## config.mk

```make
export PLATFORM = sky130hd
export DESIGN_NAME = dht11_sensor_emu
export DESIGN_NICKNAME = d
export VERILOG_FILES = /design/src/rtl/dht11_sensor_emu.sv
export SDC_FILE = /design/constraint.sdc
export NUM_CORES = 1
export LEC_CHECK = 0
export BUFFER_PORTS_ARGS = -buffer_cell sky130_fd_sc_hd__buf_2
export CAP_MARGIN = 10
export CORE_MARGIN = 2
export CORE_UTILIZATION = 25
export CTS_CLUSTER_SIZE = 24
export DETAILED_ROUTE_END_ITERATION = 10
export GPL_TIMING_DRIVEN = 0
export PLACE_DENSITY = 0.37
export SLEW_MARGIN = 30
export SYNTH_ARGS = -nofsm -noshare
export SYNTH_HDL_FRONTEND = slang
export SYNTH_SLANG_ARGS = --single-unit
```

## constraint.sdc

```tcl
create_clock -name clk -period 10.4 [get_ports clk]
set_clock_uncertainty 0.1 [all_clocks]
set_input_delay 0 -clock clk [delete_from_list [all_inputs] [get_ports clk]]
set_output_delay 0 -clock clk [all_outputs]
set_load 0.01 [all_outputs]
```

## src/rtl/dht11_sensor_emu.sv

```systemverilog
`timescale 1ns/1ps
// dht11_sensor_emu: sensor side of the DHT11 single-wire protocol, answering a host start with preamble + data frame.
// Define DHT_EMU_CHECKSUM_EN to append the 8-bit checksum byte (40-bit frame instead of 32).
module dht11_sensor_emu #(
  parameter int CLK_FREQ       = 12_000_000,
  parameter int T_START_MIN_US = 18000,
  parameter int T_WAIT_US      = 30,
  parameter int T_RESP_LOW_US  = 80,
  parameter int T_RESP_HIGH_US = 82,
  parameter int T_BIT_LOW_US   = 54,
  parameter int T_BIT0_HIGH_US = 26,
  parameter int T_BIT1_HIGH_US = 70,
  parameter int T_END_LOW_US   = 54,
  parameter int T_COOLDOWN_US  = 1000
) (
  input  logic        clk,
  input  logic        reset,
  input  logic        line_in,
  output logic        drive_low,
  input  logic [31:0] payload,
  output logic        busy,
  output logic        frame_done
);
`ifdef DHT_EMU_CHECKSUM_EN
  localparam int FRAME_BITS = 40;
`else
  localparam int FRAME_BITS = 32;
`endif
  localparam logic [15:0] DIV = 16'(CLK_FREQ / 1_000_000);
  typedef enum logic [3:0] {IDLE, START_LOW, WAIT_REL, RESP_LOW, RESP_HIGH, BIT_LOW, BIT_HIGH, END_LOW, COOLDOWN} state_t;
  state_t state, state_nx;
  logic line_q, line_s, us_tick, done;
  logic [15:0] pre_cnt, us_cnt, phase_us;
  logic [5:0] bit_idx;
  logic [FRAME_BITS-1:0] sr, frame_init;
`ifdef DHT_EMU_CHECKSUM_EN
  logic [7:0] csum;
  assign csum = payload[31:24] + payload[23:16] + payload[15:8] + payload[7:0];
  assign frame_init = {payload, csum};
`else
  assign frame_init = payload;
`endif
  assign us_tick = pre_cnt == DIV - 16'd1;
  assign drive_low = state inside {RESP_LOW, BIT_LOW, END_LOW};
  assign busy = !(state inside {IDLE, START_LOW});
  always_comb begin
    phase_us = state == WAIT_REL  ? 16'(T_WAIT_US) :
               state == RESP_LOW  ? 16'(T_RESP_LOW_US) :
               state == RESP_HIGH ? 16'(T_RESP_HIGH_US) :
               state == BIT_LOW   ? 16'(T_BIT_LOW_US) :
               state == BIT_HIGH  ? (sr[FRAME_BITS-1] ? 16'(T_BIT1_HIGH_US) : 16'(T_BIT0_HIGH_US)) :
               state == END_LOW   ? 16'(T_END_LOW_US) :
               state == COOLDOWN  ? 16'(T_COOLDOWN_US) : 16'd0;
    done = us_tick && us_cnt >= phase_us - 16'd1;
    state_nx = state;
    case (state)
      IDLE:      if (!line_s) state_nx = START_LOW;
      START_LOW: if (line_s) state_nx = us_cnt >= 16'(T_START_MIN_US) ? WAIT_REL : IDLE;
      WAIT_REL:  if (done) state_nx = RESP_LOW;
      RESP_LOW:  if (done) state_nx = RESP_HIGH;
      RESP_HIGH: if (done) state_nx = BIT_LOW;
      BIT_LOW:   if (done) state_nx = BIT_HIGH;
      BIT_HIGH:  if (done) state_nx = bit_idx == 6'(FRAME_BITS - 1) ? END_LOW : BIT_LOW;
      END_LOW:   if (done) state_nx = COOLDOWN;
      COOLDOWN:  if (done) state_nx = IDLE;
      default:   state_nx = IDLE;
    endcase
  end
  // Line idles high, so the synchronizer resets to 1 to avoid a phantom start after reset.
  always_ff @(posedge clk or posedge reset)
    if (reset) begin
      line_q <= 1'b1;
      line_s <= 1'b1;
      state <= IDLE;
      frame_done <= 1'b0;
      pre_cnt <= '0;
      us_cnt <= '0;
      sr <= '0;
      bit_idx <= '0;
    end else begin
      line_q <= line_in;
      line_s <= line_q;
      state <= state_nx;
      frame_done <= state == END_LOW && state_nx == COOLDOWN;
      if (state_nx != state) begin
        pre_cnt <= '0;
        us_cnt <= '0;
      end else begin
        pre_cnt <= us_tick ? '0 : pre_cnt + 16'd1;
        if (us_tick && us_cnt != 16'hFFFF) us_cnt <= us_cnt + 16'd1;
      end
      if (state == WAIT_REL && state_nx == RESP_LOW) begin
        sr <= frame_init;
        bit_idx <= '0;
      end else if (state == BIT_HIGH && done) begin
        sr <= sr << 1;
        bit_idx <= bit_idx + 6'd1;
      end
    end
endmodule

```

---- Yosys cells after proc, flatten, opt, wreduce, memory -nomap -nowiden ----
Index checks and enable logic that the tools add are counted.
storage, ports and cells
  output and inout bits ................... 3
  input bits .............................. 35
  register bits ........................... 77
operators by class
  mux-type cells .......................... 28
  $add $sub $neg .......................... 4
  reduce and logical (&&, ||, !) cells .... 11
  equal/unequal tests ..................... 14
  magnitude comparators ................... 2
operators by type and width
  cell                     number
  $mux W10                 7
  $mux W16                 4
  $mux W32                 2
  $mux W4                  9
  $pmux W4 S9              1
  $add A16 B1 Y16 const B  2
  $eq A16 B4 Y1 const B    1
  $eq A4 B3 Y1 const B     4
  $ge A16 B15 Y1 const B   1
  $ge A16 B16 Y1           1
  $ne A16 B16 Y1 const B   1
  $eq A4 B2 Y1 const B     3
  $mux W6                  2
  $sub A10 B1 Y11 const B  1
  $eq A4 B4 Y1 const B     2
  $mux W7                  1
  $add A6 B1 Y6 const B    1
  $eq A6 B5 Y1 const B     1
  $reduce_bool A2 Y1       3
  $logic_and A1 B1 Y1      5
  $eq A4 B1 Y1 const B     1
  $logic_not A4 Y1         1
  $mux W2                  2
  $ne A4 B4 Y1             1
  2 further kinds          2

---- Depth between registers and ports, before layout ----
Gate-level depths: netlist of the first run.
  depth in word-level cells ............... 16
  mapped depth ............................ 17
  depth with buffers taken out ............ 15

---- Least setup slack after synthesis of the first run ----
OpenSTA, ideal clock, no wires.
  kind .................................... register to register
  start ................................... reg state[0]
  end ..................................... reg sr[28]
  path buffers ............................ 2
  stages on the path, launching flop included .. 16
  setup time .............................. 120 ps
  arrival ................................. 3875 ps
  path slack .............................. 6306 ps
  cell sequence ........................... dfrtp_1 -> clkbuf_1 -> clkinv_1 -> a211o_1 -> ha_1 -> a21oi_1 -> a2bb2oi_1 -> a21boi_0 -> ha_1 -> a21oi_1 -> o21ai_0 -> a222oi_1 -> a2111oi_2 -> buf_2 -> o2bb2ai_1 -> a31o_1
between the ends
  word-level cells in the longest chain between the ends .. 16
  elaborated cells on any way between the ends .. 34
  classes of those cells .................. add/sub (1); order compare (1); eq/ne (9); mux (18); reduce/logical (5)
RTL lines
  what                                                   RTL line  source
  start, declared                                        31        state_t state, state_nx;
  start signal, assigned                                 83        state <= state_nx;
  $eq A4 B4 Y1                                           53, 56
  $mux W10                                               53        state == COOLDOWN ? 16'(T_COOLDOWN_US) : 16'd0;
  $mux W10                                               52        state == END_LOW ? 16'(T_END_LOW_US) :
  $mux W10                                               51        state == BIT_HIGH ? (sr[FRAME_BITS-1] ? 16'(T_BIT1_HIGH_US) : 16'(T_BIT0_HIGH_US)) :
  $mux W10                                               50        state == BIT_LOW ? 16'(T_BIT_LOW_US) :
  $mux W10                                               49        state == RESP_HIGH ? 16'(T_RESP_HIGH_US) :
  $mux W10                                               48        state == RESP_LOW ? 16'(T_RESP_LOW_US) :
  $mux W10                                               47        phase_us = state == WAIT_REL ? 16'(T_WAIT_US) :
  $sub A10 B1 Y11                                        54        done = us_tick && us_cnt >= phase_us - 16'd1;
  $ge A16 B16 Y1                                         54
  $logic_and A1 B1 Y1                                    54
  $mux W4 (tied with other cells)                        65        COOLDOWN: if (done) state_nx = IDLE;
  $pmux W4 S9                                            56        case (state)
  $eq A4 B2 Y1                                           92        if (state == WAIT_REL && state_nx == RESP_LOW) begin
  $logic_and A1 B1 Y1                                    92
  $mux W32 / $reduce_bool A2 Y1 (equally long branches)  -
  end signal, assigned                                   93        sr <= frame_init;
  end signal, assigned                                   96        sr <= sr << 1;
  end, declared                                          35        logic [FRAME_BITS-1:0] sr, frame_init;
Parallel ways exist; a longest one is shown, timed or not.
A chain may end at the register's enable or synchronous reset.

---- Worst setup path in the final report of the first run ----
  start ................................... reg state[0]
  end ..................................... reg bit_idx[4]
between the ends
  word-level cells in the longest chain between the ends .. 16
  elaborated cells on any way between the ends .. 34
  classes of those cells .................. add/sub (1); order compare (1); eq/ne (9); mux (18); reduce/logical (5)
RTL lines
  what                                                  RTL line  source
  $eq A4 B4 Y1                                          53, 56
  $mux W10                                              53
  $mux W10                                              52
  $mux W10                                              51
  $mux W10                                              50
  $mux W10                                              49
  $mux W10                                              48
  $mux W10                                              47
  $sub A10 B1 Y11                                       54
  $ge A16 B16 Y1                                        54
  $logic_and A1 B1 Y1                                   54
  $mux W4 (tied with other cells)                       65
  $pmux W4 S9                                           56
  $eq A4 B2 Y1                                          92
  $logic_and A1 B1 Y1                                   92
  $mux W6 / $reduce_bool A2 Y1 (equally long branches)  -
  end signal, assigned                                  97        bit_idx <= bit_idx + 6'd1;
  end, declared                                         34        logic [5:0] bit_idx;
Parallel ways exist; a longest one is shown, timed or not.

==> reports/results.ini, run 1 <==
[run_status]
outcome = finished clean

[power]
peakVddDrop_uv = 72.5
power_density_nw_per_um2 = 129
power_uw = 714
p_leak_uw = 0.00241

[final_layout]
nets = 587
drive_gt1_share_pct = 14.0
syn_to_final_growth_pct = 27.9
diodes = 0

[clock_network]
cts_tree = done
clkTransAtPathRegs_ns = 0.06
htreeDepth = 3
cts_root_buf = clkbuf_16
clk_path_buf_depth = 2
cts_hold_buf = 34
clk_latency_ns = 0.35
cts.repair.resized = 0
cts_made_buffers = 9
post_cts_buffers = 0
cts.sinks = 77

[logic_synthesis]
ys_async_sr_fraction_pct = 100
synth-edff-count = 0
synth.avg_cell_area_um2 = 9.71
synthesis.nets = 502
yosysSeqAreaShare_pct = 44.5
synth_area_leaders = dfrtp_1, a31o_1, o2bb2ai_1
yosys_warnings = 0
synth_top_area_cell = dfrtp_1
synth.distinct_cells = 48
syn_area_um2 = 4340
ys.flop_type = dfrtp_1
synth_common_cells = dfrtp_1, nor2_1, inv_1
synth_top_area_share_pct = 43.3
synthCells = 447
synthMostInstantiatedCell = dfrtp_1
ys_ff_latch = 77

[setup_path]
r2r-start = state[0]
r2r-end = bit_idx[4]
worst-r2r-setup-slack_ns = 5.31
ff2ff_path_depth = 16
crit_fanout = 10
cp-start-kind = flop
path_class = reg2reg
worstPathRequired_ns = 10.50
worstPathArrival_ns = 5.19
end_kind = flop

[placement]
port_buffers = 37
place_congestion = 0.747
hpwl_mm = 7.49

[grt]
grt-ovfl-total = 0
grt_usage_pct = 13.0
grt_max_degree = 45
antenna_found_initial = 0
grt_pass1_wl_mm = 18.7
first_global_vias = 3608

[floorplan]
row_count = 48
die_h_um = 136
die_w_um = 136
pin_count = 38
die-area_um2 = 18400
coreArea_um2 = 17100
start_util_pct = 25.4

[sta]
relSlewSlack_pct = 37.3
tightest_slew_ns = 0.939
rsz0062_at_grt = no
hold_viol = 0
setup-violations-final = 0
fin_crit_ns = 5.09
drv_slew = 0
setup_tns_ns = 0
fmax_mhz = 196
fin_crit_sh_pct = 48.9

[drt]
detail_route.wl_per_cell_um = 14.1
first_pass_iters = 4
vias = 3558
drc = 0
wirelength_mm = 10.7
drtAntennaViolNets = 0
drt_iter0_drc = 205
via_per_inst = 4.67

[job]
drv_cap = 0

[hold_path]
hold_class = in2async

## metal layers
metal,part of all wire [%],track usage (%),routed length (um)
met5,0,0,0
met4,0.90,2.95,97
met3,3.3,3.93,359
met2,47,20.2,5040
met1,49,17.8,5250
## placed cells by master, fill, tap and decap left out, types with 4 or more instances in the layout
cell type,count
and4_1,4
xor2_1,18
and3_1,10
a2bb2oi_1,4
buf_2,45
a31o_1,31
nor2_1,52
mux2i_1,4
o21ai_0,8
a21oi_1,15
clkbuf_1,12
o2bb2ai_1,30
dlygate4sd3_1,34
nand2_1,20
inv_1,40
nor3_1,6
nand4_1,10
clkbuf_16,9
nand3_1,19
dfrtp_1,75
a31oi_1,4
ha_1,20
xnor2_1,14
## worst max-delay path, stage by stage (launching register included)
cell,delay [ns]
dfrtp_1,0.33
clkbuf_1,0.33
clkinv_1,0.35
a211o_1,0.34
ha_1,0.27
a21oi_1,0.19
a2bb2oi_1,0.27
a21boi_0,0.23
ha_1,0.17
nand2_1,0.06
nor4_1,0.21
a222oi_1,0.16
clkdlybuf4s18_2,0.28
buf_1,0.17
a2111oi_1,0.89
clkbuf_1,0.45
a211oi_1,0.15
## stage by stage
stage	cells	setup WS, ns	utilization [%]	area (um^2)	hold slack [ns]
after global routing	762	4.93	32.4	5550	0.129
after CTS	762	5.30	32.4	5540	0.0998
final	762	5.31	32.4	5550	0.0940
after global placement	709	5.39	28.1	4810	0.00975
after detailed placement	712	5.32	28.3	4850	-0.0803
after floorplan	447	6.31	-	4340	-0.0955
## sequential cells by signal, summed over array words and instances, names as in the netlist
name        cells
bit_idx         6
frame_done      1
line_q          1
line_s          1
pre_cnt        16
sr             32
state           4
us_cnt         16
## area by class of cell
class	instances	area, um^2
Tap cell	225	282
Fill cell	1803	11600
Inverter	42	163
Clock inverter	7	121
Buffer	21	96.3
Sequential cell	77	1930
Multi-Input combinational cell	307	2170
Clock buffer	9	225
Timing Repair Buffer	74	567
## power breakdown
part	switching, uW	internal (uW)	leakage (uW)
registers	2.90	302	0.00106
logic	19.0	19.7	0.00118
clock network	133	236	0.000170
## kinds of logic (layout without fill, tap and decap cells)
| kind of cell | count (synthesis) | in the layout | share of synthesized area (%) |
|---|---|---|---|
| simple gates | 139 | 139 | 15.7 |
| compound gates | 112 | 112 | 20.8 |
| flops | 77 | 77 | 44.5 |
| buf+inv | 63 | 153 | 5.85 |
| xor+xnor | 32 | 32 | 6.46 |
| fa+ha+maj | 20 | 20 | 5.77 |
| mux | 4 | 4 | 0.923 |
## worst max-delay path by stage
stage                        start    endpoint  slack [ns]  depth (start not counted)
after detailed placement  state[0]  bit_idx[4]        5.32                         16
final                     state[0]  bit_idx[4]        5.31                         16
after global routing      state[0]  bit_idx[4]        4.93                         16
after global placement    state[0]      sr[10]        5.39                         14
after floorplan           state[0]      sr[28]        6.31                         15
after CTS                 state[0]  bit_idx[4]        5.30                         16
No activity file was read; power rests on OpenSTA's default activity.
==> inputs of run 2 (changes only) <==
--- a/config.mk
+++ b/config.mk
@@ -5,6 +5,7 @@
 export SDC_FILE = /design/constraint.sdc
 export NUM_CORES = 1
 export LEC_CHECK = 0
+export ABC_AREA = 1
 export BUFFER_PORTS_ARGS = -buffer_cell sky130_fd_sc_hd__buf_2
 export CAP_MARGIN = 10
 export CORE_MARGIN = 2
==> constraint.sdc (replaced) <==
create_clock -name clk -period 5 [get_ports clk]
set_clock_uncertainty 0.1 [all_clocks]
set_input_delay 0 -clock clk [delete_from_list [all_inputs] [get_ports clk]]
set_output_delay 0 -clock clk [all_outputs]
set_load 0.01 [all_outputs]
==> run 2 against run 1 <==
  * Hold slack got worse by 0.039 ns
  * Die area increased by 9.5%
  * Count of clock-buffer cells in the layout increased by 2
  * Critical path type unchanged
==> reports/results.ini, run 2 <==
[power]
p_leak_uw = 0.00286  ; +18%
peakVddDrop_uv = 162  ; +120%
power_density_nw_per_um2 = 243  ; +89%
power_uw = 1440  ; +100%

[final_layout]
reg.largest.list = sr x32, pre_cnt x16, us_cnt x16
largest_register_ffs = 32  ; unchanged
nFillCells = 2022  ; +12%
drive_gt1_share_pct = 14.0  ; about the same
diodes = 0  ; unchanged
most-common-layout-cells = nand2_1, inv_1, dfrtp_1
regMostFlops = sr
final_common_cell = nand2_1
syn_to_final_growth_pct = 24.5
nets = 782  ; +33%

[grt]
grt_pass1_wl_mm = 20.2  ; +8.1%
grt-ovfl-total = 0  ; unchanged
first_global_vias = 4061  ; +13%
grt_max_degree = 53  ; +18%
busiest_layer = met2
grt_usage_pct = 12.6  ; -0.43 points
antenna_found_initial = 0  ; unchanged
met2_usage_pct = 19.3  ; -0.93 points
grt_util_met1_pct = 17.7  ; -0.12 points
met3_usage_pct = 2.09  ; -1.8 points

[job]
drv_cap = 0  ; unchanged

[placement]
hpwl_mm = 8.57  ; +14%
port_buffers = 37  ; unchanged
place_congestion = 0.744  ; -0.39%

[logic_synthesis]
yosys_warnings = 0  ; unchanged
synth.distinct_cells = 35  ; -27%
synth_common_cells = nand2_1, inv_1, dfrtp_1
syn_area_um2 = 4760  ; +9.7%
ys_ff_latch = 77  ; unchanged
synth-edff-count = 0  ; unchanged
synthCells = 644  ; +44%
ys_async_sr_fraction_pct = 100  ; unchanged
yosysSeqAreaShare_pct = 40.5  ; -3.9 points
synth_top_area_cell = dfrtp_1
synth.avg_cell_area_um2 = 7.39  ; -24%
synth_top_area_share_pct = 39.4  ; -3.8 points
synthesis.nets = 699  ; +39%
ys.flop_type = dfrtp_1
synth_area_leaders = dfrtp_1, nand2_1, nand3_1
synthMostInstantiatedCell = nand2_1

[run_status]
outcome = finished clean

[floorplan]
start_util_pct = 25.5  ; +0.11 points
coreArea_um2 = 18700  ; +9.3%
die_h_um = 142  ; +4.6%
die_w_um = 142  ; +4.6%
row_count = 50  ; +4.2%
pin_count = 38  ; unchanged
die-area_um2 = 20200  ; +9.5%

[clock_network]
cts_tree = done
cts_root_buf = clkbuf_16
cts_made_buffers = 9  ; unchanged
clkTransAtPathRegs_ns = 0.07  ; about the same
clk_latency_ns = 0.35  ; about the same
htreeDepth = 3  ; unchanged
cts.sinks = 77  ; unchanged
clk_path_buf_depth = 2  ; unchanged

[sta]
fmax_mhz = 230  ; +17%
setup_tns_ns = 0  ; unchanged
fin_crit_ns = 4.36  ; -0.734 ns
setup-violations-final = 0  ; unchanged
rsz0062_at_grt = no
fin_crit_sh_pct = 87.1  ; +38 points
hold_viol = 0  ; unchanged
relSlewSlack_pct = 49.2  ; +12 points
tightest_slew_ns = 0.757  ; -0.182 ns
drv_slew = 0  ; unchanged

[drt]
via_per_inst = 4.39  ; -6.0%
vias = 4235  ; +19%
wirelength_mm = 11.9  ; +11%
drtAntennaViolNets = 0  ; unchanged
drc = 0  ; unchanged
detail_route.wl_per_cell_um = 12.3  ; -13%
first_pass_iters = 4  ; unchanged
drt_iter0_drc = 270  ; +32%

[setup_path]
r2r-start = state[3]
worstPathArrival_ns = 4.53  ; -0.66 ns
cp_num_buf_inv = 5  ; unchanged
path_class = reg2reg
crit_fanout = 10  ; unchanged
crit_family = simple AND/OR/NAND/NOR gates
worstPathRequired_ns = 5.18  ; -5.32 ns
cp_cell_sequence = nor2_1 > inv_2 > nor2_1 > clkbuf_1 > nor3_1 > ha_1 > inv_1 > nor2_1 > nor3_1 > ha_1 > nand2_1 > a21oi_1 > nor2_1 > nand2_1 > nand2_1 > nand2_1 > nand2_1 > inv_1 > nand3_1 > nand3_1 > nand3b_2 > buf_2 > nor2_1
crit_path_top_delay_cell = clkbuf_1
end_kind = flop
crit_path_start = state[3]
slowest_delay_ns = 0.46  ; -0.43 ns
cp-start-kind = flop

[hold_path]
hold_class = in2async

## run 2: cell types whose count changed in the layout (fill, tap and decap cells not counted), sizes merged, moves of 5 or more
cell / change
inv: +52
a31o: -31
xnor2: -11
xor2: +7
nand3: +66
nor2: +20
nand2: +156
and3: -10
o2bb2ai: -30
buf: +5
clkbuf: -5
nor3: +8
## run 2: cell type report
class / count / area (um^2) / area share [%]
repair buffers: 72 / 553 / 9.33
clock buffers: 11 / 243 / 4.09
multi-input cells: 452 / 2370 / 39.9
inverters: 95 / 362 / 6.10
flip-flops and latches: 77 / 1930 / 32.5
well taps: 234 / 293 / 4.94
clock inverters: 4 / 72.6 / 1.22
plain buffers: 20 / 110 / 1.86
## run 2: routing by layer
layer | share of wire (%) | wire length (um)
met5 | 0 | 0
met2 | 45 | 5350
met3 | 3.0 | 362
met1 | 50 | 5930
met4 | 1.9 | 229
## run 2: what timing repair did
item	CTS	global route
setup buffers	0	0
hold buffers	34	0
endpoints found under the hold margin	108	0
resized for setup	0	0
## run 2: metrics by stage
step           util [%]  std cells  area (um^2)  hold slack [ns]  worst slack (ns)
6_report           31.7        965         5930           0.0549             0.643
5_1_grt            31.7        965         5930           0.0807             0.137
4_1_cts            31.7        965         5930           0.0575             0.535
3_5_place_dp       28.2        916         5270           -0.109             0.591
3_3_place_gp       28.0        915         5240           0.0291             0.577
2_1_floorplan         -        644         4760          -0.0955              1.58
## run 2: kinds of logic after synthesis
family                     synth area share [%]
AOI/OAI and AO/OA                          4.20
xor gates and xnor gates                   5.15
adders and majority gates                  5.25
buffers and inverters                      9.80
DFF                                        40.5
and+or+nand+nor                            35.1
## run 2: worst register-to-register path: stages (launching register included)
cell and delay (ns):
dfrtp_1 0.44, nor2_1 0.27, inv_2 0.06, nor2_1 0.43
clkbuf_1 0.46, nor3_1 0.14, ha_1 0.26, inv_1 0.09
nor2_1 0.05, nor3_1 0.15, ha_1 0.27, nand2_1 0.07
a21oi_1 0.06, nor2_1 0.08, nand2_1 0.07, nand2_1 0.06
nand2_1 0.10, nand2_1 0.17, inv_1 0.12, nand3_1 0.09
nand3_1 0.09, nand3b_2 0.30, buf_2 0.24, nor2_1 0.12
## run 2: final timing paths
| path | slack (ns) | to | cells past startpoint |
|---|---|---|---|
| worst min-delay path | 0.05 | sr[3] | 3 |
| worst max register to register | 0.64 | us_cnt[9] | 23 |
| max in group asynchronous | 4.15 | line_q | 4 |
| worst max-delay path | 0.64 | us_cnt[9] | 23 |
| worst min register to register | 0.25 | line_s | 0 |
| min in group clk | 0.22 | line_q | 2 |
## run 2: power breakdown
part           internal, uW  total [uW]  switching [uW]
sequential              629         632            3.41
clock                   448         718             271
combinational          42.0        88.6            46.5
total                  1120        1440             321
==> inputs of run 3 (changes only) <==
--- a/config.mk
+++ b/config.mk
@@ -5,7 +5,6 @@
 export SDC_FILE = /design/constraint.sdc
 export NUM_CORES = 1
 export LEC_CHECK = 0
-export ABC_AREA = 1
 export BUFFER_PORTS_ARGS = -buffer_cell sky130_fd_sc_hd__buf_2
 export CAP_MARGIN = 10
 export CORE_MARGIN = 2
==> run 3 against run 2 <==
  * Die area down 8.6%
  * Design area down 6.0%
  * Wire length down 9.3%
  * Critical path depth down 7
  * Worst setup slack worse by 0.26 ns
  * Via count down 16%
  * Global-route usage up 0.44 points
  * Count of clock-buffer cells in the layout down 2
==> reports/results.ini, run 3 (synthesis results as in run 1) <==
[run_status]
outcome = finished clean

[final_layout]
nFillCells = 1800  ; -11%
drive_gt1_share_pct = 14.5  ; +0.57 points
fin_area_um2 = 5570  ; -6.0%
regMostFlops = sr
fin_cells = 762  ; -21%
fin_util_pct = 32.5  ; +0.85 points
final_common_cell = dfrtp_1
diodes = 0  ; unchanged
reg.largest.list = sr x32, pre_cnt x16, us_cnt x16
regArea_um2 = 1930  ; unchanged
largest_register_ffs = 32  ; unchanged
nets = 587  ; -25%
most-common-layout-cells = dfrtp_1, nor2_1, buf_2
syn_to_final_growth_pct = 28.4
multi_input_area_um2 = 2190  ; -7.6%

[power]
power_density_nw_per_um2 = 267  ; +9.8%
peakVddDrop_uv = 150  ; -7.2%
p_seq_share_pct = 42.8  ; -1.1 points
switchingPower_uw = 324  ; +0.87%
switching_share_pct = 21.8  ; -0.50 points
p_leak_uw = 0.00242  ; -15%
cell_internal_pwr_uw = 1160  ; +3.8%
pwr-share-comb_pct = 5.4  ; -0.8 points
p_clk_share_pct = 51.8  ; +1.9 points

[sta]
hold_viol = 0  ; unchanged
fin_crit_ns = 4.62  ; +0.259 ns
relSlewSlack_pct = 40.7  ; -8.4 points
fin_crit_sh_pct = 92.3  ; +5.2 points
fmax_mhz = 217  ; -5.6%
setup-violations-final = 0  ; unchanged
drv_slew = 0  ; unchanged
hold-worst-slack_ns = 0.0960  ; +0.0411 ns
tightest_slew_ns = 0.889  ; +0.132 ns
rsz0062_at_grt = no

[setup_path]
end_kind = flop
worstPathRequired_ns = 5.10  ; -0.08 ns
crit_fanout = 10  ; unchanged
cp-start-kind = flop
worst-r2r-setup-slack_ns = 0.38  ; -0.26 ns
worstPathArrival_ns = 4.71  ; +0.18 ns
path_class = reg2reg

[placement]
placed_area_um2 = 4850  ; -8.0%
hpwl_mm = 7.49  ; -13%
port_buffers = 37  ; unchanged
place_congestion = 0.747  ; +0.39%
placed_cells = 712  ; -22%

[drt]
detail_route.wl_per_cell_um = 14.1  ; +15%
drt_iter0_drc = 165  ; -39%
drtAntennaViolNets = 0  ; unchanged
first_pass_iters = 4  ; unchanged
drc = 0  ; unchanged
via_per_inst = 4.67  ; +6.3%
wirelength_mm = 10.8  ; -9.3%
vias = 3555  ; -16%

[clock_network]
clk_latency_ns = 0.34  ; about the same
cts.sinks = 77  ; unchanged
clk_path_buf_depth = 2  ; unchanged
htreeDepth = 3  ; unchanged
cts_tree = done
cts_root_buf = clkbuf_16
post_cts_buffers = 0  ; unchanged
cts_made_buffers = 9  ; unchanged
clkTransAtPathRegs_ns = 0.06  ; about the same

[grt]
grt_pass1_wl_mm = 18.7  ; -7.4%
grt-ovfl-total = 0  ; unchanged
antenna_found_initial = 0  ; unchanged
first_global_vias = 3607  ; -11%
grt_max_degree = 45  ; -15%
grt_usage_pct = 13.0  ; +0.44 points

[floorplan]
pin_count = 38  ; unchanged
start_util_pct = 25.4  ; -0.11 points
die_h_um = 136  ; -4.4%
die_w_um = 136  ; -4.4%
die-area_um2 = 18400  ; -8.6%
row_count = 48  ; -4.0%
coreArea_um2 = 17100  ; -8.5%

[job]
drv_cap = 0  ; unchanged

[hold_path]
hold_class = in2async

[run 3: cell types whose count changed in the layout (fill, tap and decap cells not counted), sizes merged, moves of 11 or more]
cell     change
xnor2       +11
nand2      -156
nand3       -66
o2bb2ai     +30
a31o        +31
nor2        -20
inv         -51
[run 3: layer usage]
| layer | vias up | track usage, % | part of all wire (%) |
|---|---|---|---|
| met5 | - | 0 | 0 |
| met1 | 1722 | 17.8 | 48 |
| met2 | 53 | 20.2 | 48 |
| met3 | 4 | 3.93 | 3.5 |
| li1 | 1776 | - | - |
| met4 | 0 | 2.95 | 0.43 |
[run 3: what timing repair did]
action	CTS	global route
cloned	0	0
hold buffers	34	0
setup endpoints to repair	10	33
pin swaps	0	1
gates resized for setup	1	4
hold endpoints to repair	108	0
[run 3: power by group through the flow]
stage	clock [uW]	sequential (uW)	combinational, uW
floorplan	0	645	33.2
global placement	0	647	59.0
detailed placement	0	647	62.2
CTS	806	635	83.2
global route	838	636	91.8
finish	769	635	80.6
[run 3: metrics by stage]
| step | TNS [ns] | total power [uW] | setup WS (ns) |
|---|---|---|---|
| 2_1_floorplan | 0 | 678 | 0.906 |
| 3_3_place_gp | -0.0623 | 706 | -0.0123 |
| 3_5_place_dp | -0.393 | 709 | -0.0781 |
| 4_1_cts | 0 | 1520 | 0.0358 |
| 5_1_grt | 0 | 1570 | 0.0225 |
| 6_report | 0 | 1490 | 0.385 |
[run 3: final cells by class]
type,instances,share of cell area (%)
multi-input combinational,307,39.2
sequential,77,34.6
timing repair buffer,74,10.2
tap,225,5.05
clock buffer,9,4.04
inverter,42,2.92
clock inverter,7,2.18
buffer,21,1.75
[run 3: path summary, 6_finish.rpt]
| kind | endpoint | startpoint | cells after the start |
|---|---|---|---|
| setup / recovery | bit_idx[4] | state[3] | 16 |
| hold / removal | sr[26] | reset | 3 |
| setup reg to reg | bit_idx[4] | state[3] | 16 |
| hold reg to reg | line_s | line_q | 0 |
| max in group asynchronous | line_s | reset | 4 |
| min in group clk | line_q | line_in | 2 |
[run 3: worst max-delay path, stage by stage, from the launching register on]
cell and delay [ns]:
dfrtp_1 0.37, clkbuf_1 0.40, clkbuf_1 0.36, nor2_1 0.13
inv_1 0.07, ha_1 0.25, a21oi_1 0.09, a2bb2oi_1 0.18
ha_1 0.32, nand4_1 0.12, nor4_1 0.31, a222oi_1 0.15
clkdlybuf4s18_2 0.28, buf_1 0.20, a2111oi_2 0.67, clkbuf_2 0.35
a211oi_1 0.11
